File: config.mk
export PLATFORM = sky130hd
export DESIGN_NAME = load_store_unit
export DESIGN_NICKNAME = d
export VERILOG_FILES = /design/src/rtl/load_store_unit.sv
export SDC_FILE = /design/constraint.sdc
export NUM_CORES = 1
export LEC_CHECK = 0
export CORE_UTILIZATION = 40
export DETAILED_ROUTE_END_ITERATION = 8
export MAX_ROUTING_LAYER = met4
export PLACE_DENSITY_LB_ADDON = 0.15
export SYNTH_ARGS = -nofsm -noshare
export SYNTH_HDL_FRONTEND = slang
export SYNTH_SLANG_ARGS = --single-unit
File: constraint.sdc
create_clock -name clk -period 2.1 [get_ports clk]
set_input_delay 0.21 -clock clk [delete_from_list [all_inputs] [get_ports clk]]
set_output_delay 0.21 -clock clk [all_outputs]
set_load 0.01 [all_outputs]
File: src/rtl/load_store_unit.sv
// Data-memory bus master for the load/store path: one valid/ready request per
// access, an rvalid response for loads, and an extended LoadData word for writeback.
module load_store_unit #(
   parameter int TIMEOUT_CYCLES = 255
) (
   input  logic        clk,
   input  logic        reset_n,
   input  logic        MemRead,
   input  logic        MemWrite,
   input  logic [2:0]  Funct3,
   input  logic [31:0] Addr,
   input  logic [31:0] StoreData,
   output logic        Stall,
   output logic [31:0] LoadData,
   output logic        AccessErr,
   output logic        BusValid,
   input  logic        BusReady,
   output logic [31:0] BusAddr,
   output logic        BusWe,
   output logic [3:0]  BusWstrb,
   output logic [31:0] BusWdata,
   input  logic        BusRValid,
   input  logic [31:0] BusRData,
   output logic [1:0]  fsm_state
);

   localparam int CW = $clog2(TIMEOUT_CYCLES + 1);
   localparam logic [CW-1:0] T_LAST = CW'(TIMEOUT_CYCLES - 1);
   localparam logic [CW-1:0] T_MAX  = CW'(TIMEOUT_CYCLES);

   typedef enum logic [1:0] {S_IDLE = 2'd0, S_REQ = 2'd1, S_WAIT = 2'd2, S_DONE = 2'd3} state_t;

   state_t        state, state_next;
   logic [CW-1:0] cnt;
   logic          err_q;
   logic [2:0]    f3_q;
   logic [1:0]    lane_q;
   logic [31:0]   load_data;
   logic          op, illegal, timeout, finish_ok;
   logic [31:0]   shifted, extracted;
   logic [15:0]   half_sel;

   assign op = MemRead || MemWrite;

   // Legality is judged only from the datapath inputs present in IDLE.
   always_comb begin
      illegal = 1'b0;
      if (MemRead && MemWrite)
         illegal = 1'b1;
      else if (MemRead)
         illegal = (Funct3 == 3'b011) || (Funct3[2:1] == 2'b11);
      else
         illegal = Funct3[2] || (Funct3[1:0] == 2'b11);
      if ((Funct3[1:0] == 2'b01) && Addr[0])
         illegal = 1'b1;
      if ((Funct3[1:0] == 2'b10) && (Addr[1:0] != 2'b00))
         illegal = 1'b1;
   end

   assign timeout   = (cnt >= T_LAST);
   assign finish_ok = ((state == S_REQ) && BusReady) || ((state == S_WAIT) && BusRValid);

   always_comb begin
      shifted   = BusRData >> {lane_q, 3'b000};
      half_sel  = lane_q[1] ? BusRData[31:16] : BusRData[15:0];
      extracted = BusRData;
      case (f3_q)
         3'b000:  extracted = {{24{shifted[7]}}, shifted[7:0]};
         3'b100:  extracted = {24'd0, shifted[7:0]};
         3'b001:  extracted = {{16{half_sel[15]}}, half_sel};
         3'b101:  extracted = {16'd0, half_sel};
         default: extracted = BusRData;
      endcase
   end

   always_ff @(posedge clk or negedge reset_n) begin
      if (!reset_n)
         state <= S_IDLE;
      else
         state <= state_next;
   end

   always_comb begin
      state_next = state;
      case (state)
         S_IDLE: if (op) state_next = illegal ? S_DONE : S_REQ;
         S_REQ: begin
            if (BusReady)     state_next = BusWe ? S_DONE : S_WAIT;
            else if (timeout) state_next = S_DONE;
         end
         S_WAIT: if (BusRValid || timeout) state_next = S_DONE;
         default: state_next = S_IDLE;
      endcase
   end

   always_comb begin
      BusValid  = (state == S_REQ);
      Stall     = reset_n && (((state == S_IDLE) && op) || (state == S_REQ) || (state == S_WAIT));
      AccessErr = (state == S_DONE) && err_q;
      LoadData  = load_data;
      fsm_state = state;
   end

   always_ff @(posedge clk or negedge reset_n) begin
      if (!reset_n) begin
         BusAddr   <= '0;
         BusWe     <= 1'b0;
         BusWstrb  <= '0;
         BusWdata  <= '0;
         load_data <= '0;
         err_q     <= 1'b0;
         f3_q      <= '0;
         lane_q    <= '0;
         cnt       <= '0;
      end else begin
         case (state)
            S_IDLE: if (op) begin
               if (illegal) begin
                  err_q     <= 1'b1;
                  load_data <= '0;
               end else begin
                  err_q   <= 1'b0;
                  cnt     <= '0;
                  f3_q    <= Funct3;
                  lane_q  <= Addr[1:0];
                  BusAddr <= {Addr[31:2], 2'b00};
                  BusWe   <= MemWrite;
                  if (MemWrite) begin
                     case (Funct3[1:0])
                        2'b00: begin
                           BusWdata <= {4{StoreData[7:0]}};
                           BusWstrb <= 4'b0001 << Addr[1:0];
                        end
                        2'b01: begin
                           BusWdata <= {2{StoreData[15:0]}};
                           BusWstrb <= Addr[1] ? 4'b1100 : 4'b0011;
                        end
                        default: begin
                           BusWdata <= StoreData;
                           BusWstrb <= 4'b1111;
                        end
                     endcase
                  end else begin
                     BusWdata <= '0;
                     BusWstrb <= 4'b0000;
                  end
               end
            end
            S_REQ, S_WAIT: begin
               if (cnt != T_MAX)
                  cnt <= cnt + CW'(1);
               if ((state == S_WAIT) && BusRValid)
                  load_data <= extracted;
               else if (!finish_ok && timeout) begin
                  err_q     <= 1'b1;
                  load_data <= '0;
               end
            end
            default: ;
         endcase
      end
   end

endmodule

==> flow_summary.yaml, run 1 <==
clock_tree:
  cts.sinks: 115
  clk_pin_slew_ps: 50
  clk_latency_ps: 410
  htree_levels: 4
  cts-root-buf: "clkbuf_16"
  cts_buffers: 17
  clock_path_buffers: 2
  cts_tree: "built"
cells_and_area:
  fin_cells: 1004
  ff_latch_area_sq_um: 2880
  diodes: 0
  fillers: 1084
  nets: 927
  multi_input_area_sq_um: 2490
  fin_util: 0.648
  drive_gt1_frac: 0.103
  syn_to_final_growth_pct: 56.4
critical_path:
  crit_chain: "clkdlybuf4s50_1 > or3_1 > a221o_1 > a211o_4 > or3_1 > a21oi_1"
  cp-startpoint: "Funct3[0]"
  cp.required_ps: 2430
  end_kind: "register"
  cp_max_fo: 9
  cp-start-kind: "primary input"
  reg2reg_from: "fsm_state[1]"
  crit_top_cell: "or3_1"
  critPathMaxStageDelay_ps: 430
  path_class: "primary input to register"
  cpMaxStageDelayCell: "or3_1"
  worstPathArrival_ps: 2350
sta:
  rsz0062_at_grt: "no"
  period_needed_ps: 2020
  setup_viol: 0
  maxSlewViolCount: 0
  worst_pin_slew_ps: 1060
  maxSlewHeadroom: 0.294
  fin_crit_sh: 0.962
  hold_viol: 0
  fmax_mhz: 495
  tns_ps: 0
  clock_skew_ps: 8.09
placement:
  place_congestion: 0.877
  dp_cells: 970
  portBuffers: 208
  hpwl_mm: 11.6
logic_synthesis:
  syn_inst: 591
  synth_area_sq_um: 5550
  synth_top_area_frac: 0.518
  ys_ff_latch: 115
  synth_top_family_by_area: "compound AO/OA/AOI/OAI gates"
  yosysTopAreaCell: "dfrtp_1"
  synth_edf_count: 0
  synth_compound_area_frac: 0.199
  synthMuxAreaShare: 0.0658
  syn_area_per_cell_sq_um: 9.40
  synth-xor-area-share: 0.00158
  yosys.area_share.adder: 0.0158
  synth_cell_types: 46
  synth-simple-area-share: 0.160
  ys_warn_count: 0
  yosysSeqAreaShare: 0.518
  async_flop_share: 1.00
  synth_area_leaders: "dfrtp_1, nand2_1, mux2i_1, o2bb2ai_1, a21oi_1"
  synth-main-ff-cell: "dfrtp_1"
detailed_routing:
  dr.pass1.iters: 5
  routed_via_density: 5.18
  wire_per_inst_um: 16.4
  wirelength_mm: 16.4
  drt_iter0_drc: 382
  drc: 0
  ant_nets: 0
  vias: 5201
pwr:
  p_total_w: 0.0123
  vdd_drop_max_uv: 622
  power_density_nw_per_um2: 1420
  leakage_nw: 3.91
floorplan:
  rows: 42
  die_x_um: 120
  die_h_um: 120
  die-area_sq_um: 14400
  design.core.area_sq_um: 13400
  boundaryPins: 211
  start_util: 0.414
global_routing:
  grt_max_degree: 116
  gr-total-overflow: 0
  antenna_found_initial: 0
  grt_pass1_wl_mm: 26.6
  grt_pass1_vias: 5248
  grt.total_usage: 0.246
hold_path:
  hold_start: "Addr[13]"
  hp-class: "primary input to register"
flow_run:
  maxCapViolCount: 0
run_status:
  status: "complete, no violations"
-- what timing repair did --
item	in CTS	in global routing
resized for setup	3	3
endpoints found under the setup margin	1	4
setup buffers	1	0
hold buffers	1	0
endpoints found under the hold margin	115	0
-- synthesized netlist by cell type, drive strengths merged, types with 4 or more instances --
library cell    n
nand2         142
dfrtp         115
a21oi          47
o21ai          46
mux2i          32
clkbuf         30
o2bb2ai        30
nor2           28
buf            11
inv            11
a22o            9
and3            9
a22oi           7
ha              7
nand3           7
o21a            6
or3             6
and2            4
mux2            4
nor2b           4
-- state kept, by name (all words and copies together) (netlist names) --
signal     count
BusWe          1
lane_q         2
LoadData      32
BusAddr       30
BusWdata      32
fsm_state      2
err_q          1
f3_q           3
cnt            8
BusWstrb       4
-- area by class of cell --
type	count	area share
multi-input cells	424	0.287
clock inverters	10	0.0150
well taps	176	0.0253
clock buffers	22	0.0546
repair buffers	245	0.281
flip-flops and latches	115	0.332
inverters	12	0.00519
-- layer usage --
layer | track usage | up-vias | wire (um)
li1 | - | 2509 | -
met1 | 0.300 | 2501 | 7100
met2 | 0.396 | 170 | 8110
met3 | 0.0689 | 21 | 977
met4 | 0.0789 | 0 | 259
met5 | - | - | 0
-- layout by cell type, fill, tap and decap left out, types with 4 or more instances in the layout --
cell	n
ha_1	6
nand3_1	7
nor2_1	28
a21oi_1	47
and3_1	8
o21a_1	6
nand2_1	141
clkinv_2	5
clkdlybuf4s50_1	206
buf_12	7
dfrtp_1	113
clkbuf_16	17
buf_4	30
and2_1	4
a22o_1	9
o2bb2ai_1	30
a22oi_1	7
mux2i_1	32
inv_1	10
o21ai_0	46
mux2_2	4
or3_1	6
-- worst paths after layout --
path,to,slack (ps),cells after the start
setup / recovery,cnt[3],80,6
hold / removal,BusAddr[13],330,3
setup reg to reg,cnt[3],80,7
hold reg to reg,BusAddr[15],470,2
max in group asynchronous,BusAddr[2],1180,3
min in group asynchronous,cnt[1],460,3
-- report_power, final --
group | leakage (nW) | total [W] | switching (W) | internal, W
logic | 2.12 | 0.00567 | 0.00269 | 0.00297
clock network | 0.296 | 0.00292 | 0.000974 | 0.00195
registers | 1.50 | 0.00376 | 0.000604 | 0.00315
total | 3.91 | 0.0123 | 0.00427 | 0.00807
-- cells by family (layout without fill, tap and decap cells) --
family	after synthesis	after routing
AOI/OAI and AO/OA	168	168
xor gates and xnor gates	1	1
adders and majority gates	7	7
buffers and inverters	53	289
DFF	115	115
muxes	36	36
other	1	2
and+or+nand+nor	210	210
-- worst max-delay path: cells and delay by family --
kind	cells	cell delay, ps
buffers and inverters	1	410
AND/OR/NAND/NOR	2	790
AO/OA/AOI/OAI	3	940
-- per-stage QoR --
step,hold WS [ps],setup slack [ps],cell area (sq um)
floorplan,-85.6,-0.923,5600
global placement,379,-287,8060
detailed placement,385,-343,8060
CTS,310,30.6,8680
global route,312,12.6,8690
finish,326,79.4,8690
No activity file was read; power rests on OpenSTA's default activity.
==> inputs of run 2 (changes only) <==
PLACE_DENSITY = 0.74   (was unset)
PLACE_DENSITY_LB_ADDON = unset   (was 0.15)
==> flow_summary.yaml, run 2 (synthesis results as in run 1) <==
run_status:
  status: "complete, no violations"
cells_and_area:
  syn_to_final_growth_pct: 58.6
  fillers: 1072
  nets: 926
  drive_gt1_frac: 0.108
  stdcell_area_sq_um: 8810
  fin_util: 0.657
  layout_common_cells: "clkdlybuf4s50_1, nand2_1, dfrtp_1"
  fin_cells: 1004
  mostFrequentLayoutCell: "clkdlybuf4s50_1"
clock_tree:
  cts_tree: "built"
  cts.sinks: 115
  clk_latency_ps: 420
  cts_buffers: 17
  clock_path_buffers: 2
  cts-root-buf: "clkbuf_16"
  clk_pin_slew_ps: 60
  htree_levels: 4
detailed_routing:
  ant_nets: 0
  routed_via_density: 5.34
  wirelength_mm: 17.3
  wire_per_inst_um: 17.2
  dr.pass1.iters: 5
  drt_iter0_drc: 372
  drc: 0
  vias: 5365
sta:
  setup_viol: 0
  period_needed_ps: 2070
  hold_viol: 0
  fin_crit_sh: 0.984
  worst_pin_slew_ps: 1030
  maxSlewHeadroom: 0.308
  hold_ws_ps: 321
  maxSlewViolCount: 0
  clock_skew_ps: 10.6
  fmax_mhz: 484
hold_path:
  hp-class: "primary input to register"
global_routing:
  grt_max_degree: 63
  gr-total-overflow: 0
  grt_pass1_vias: 5471
  grt.total_usage: 0.256
  grt_pass1_wl_mm: 27.6
  antenna_found_initial: 1
critical_path:
  path_class: "register to register"
  crit_path_end: "cnt[4]"
  cp-startpoint: "fsm_state[0]"
  cp_max_fo: 10
  reg2reg_from: "fsm_state[0]"
  cp-start-kind: "register"
  worstPathArrival_ps: 2410
  r2r_slack_ps: 30
  r2r_cells: 7
  reg2reg_to: "cnt[4]"
  cp.required_ps: 2450
  end_kind: "register"
flow_run:
  maxCapViolCount: 0
placement:
  portBuffers: 208
  hpwl_mm: 12.2
  place_congestion: 0.872
  placed_area_sq_um: 8050
  dp_cells: 970
floorplan:
  die_h_um: 120
  start_util: 0.414
  die_x_um: 120
  design.core.area_sq_um: 13400
  boundaryPins: 211
  die-area_sq_um: 14400
  rows: 42
pwr:
  vdd_drop_max_uv: 711
  p_total_w: 0.0129
  leakage_nw: 3.95
  power_density_nw_per_um2: 1470
## run 2: cell types whose count changed in the layout (fill, tap and decap cells not counted), sizes merged
cell	delta
clkbuf	-6
clkinvlp	-1
bufinv	+4
inv	+2
clkdlybuf4s15	+1
diode	+1
buf	-1
## run 2: what timing repair did
action / CTS / global route
hold buffers: 1 / 0
setup endpoints to repair: 2 / 5
buffers inserted: 0 / 0
pin swaps: 1 / 5
resized for setup: 4 / 7
endpoints found under the hold margin: 53 / 0
## run 2: power breakdown
| group | leakage [nW] | switching, W | internal, W |
|---|---|---|---|
| registers | 1.50 | 0.000629 | 0.00315 |
| clock network | 0.338 | 0.00108 | 0.00236 |
| logic | 2.12 | 0.00274 | 0.00297 |
## run 2: how the worst min path moves through the flow
stage	cells past startpoint	endpoint	slack, ps	from
after global routing	3	BusAddr[18]	310	Addr[18]
final	3	BusAddr[18]	320	Addr[18]
after global placement	2	cnt[1]	410	reset_n
after detailed placement	2	cnt[1]	400	reset_n
after floorplan	0	BusAddr[10]	-90	reset_n
after CTS	3	BusAddr[18]	290	Addr[18]
## run 2: layout make-up
cell class              instances  area [sq um]  share of cell area
repair buffers                244          2430               0.276
multi-input cells             424          2530               0.287
clock inverters                15           279              0.0317
flip-flops and latches        115          2880               0.327
well taps                     176           220              0.0250
inverters                      12          45.0             0.00512
clock buffers                  17           425              0.0483
diodes                          1          2.50            0.000284
## run 2: metal layers
layer  routed length [um]  GRT usage
met2                 8680      0.428
met3                 1250     0.0741
met1                 7060      0.295
met4                  294     0.0883
met5                    0          -
## run 2: through the flow
step                worst slack [ps]  TNS (ps)
floorplan                     -0.923     -9.23
global placement                -278     -5890
detailed placement              -331    -12930
CTS                             13.6         0
global route                   -48.9      -194
finish                          34.3         0
## run 2: worst max-delay path, cell delays in order, from the launching register on
cell	delay, ps
dfrtp_2	440
inv_2	100
ha_4	240
and4_1	200
and3_4	190
a211o_4	300
or3_4	380
a21oi_2	140
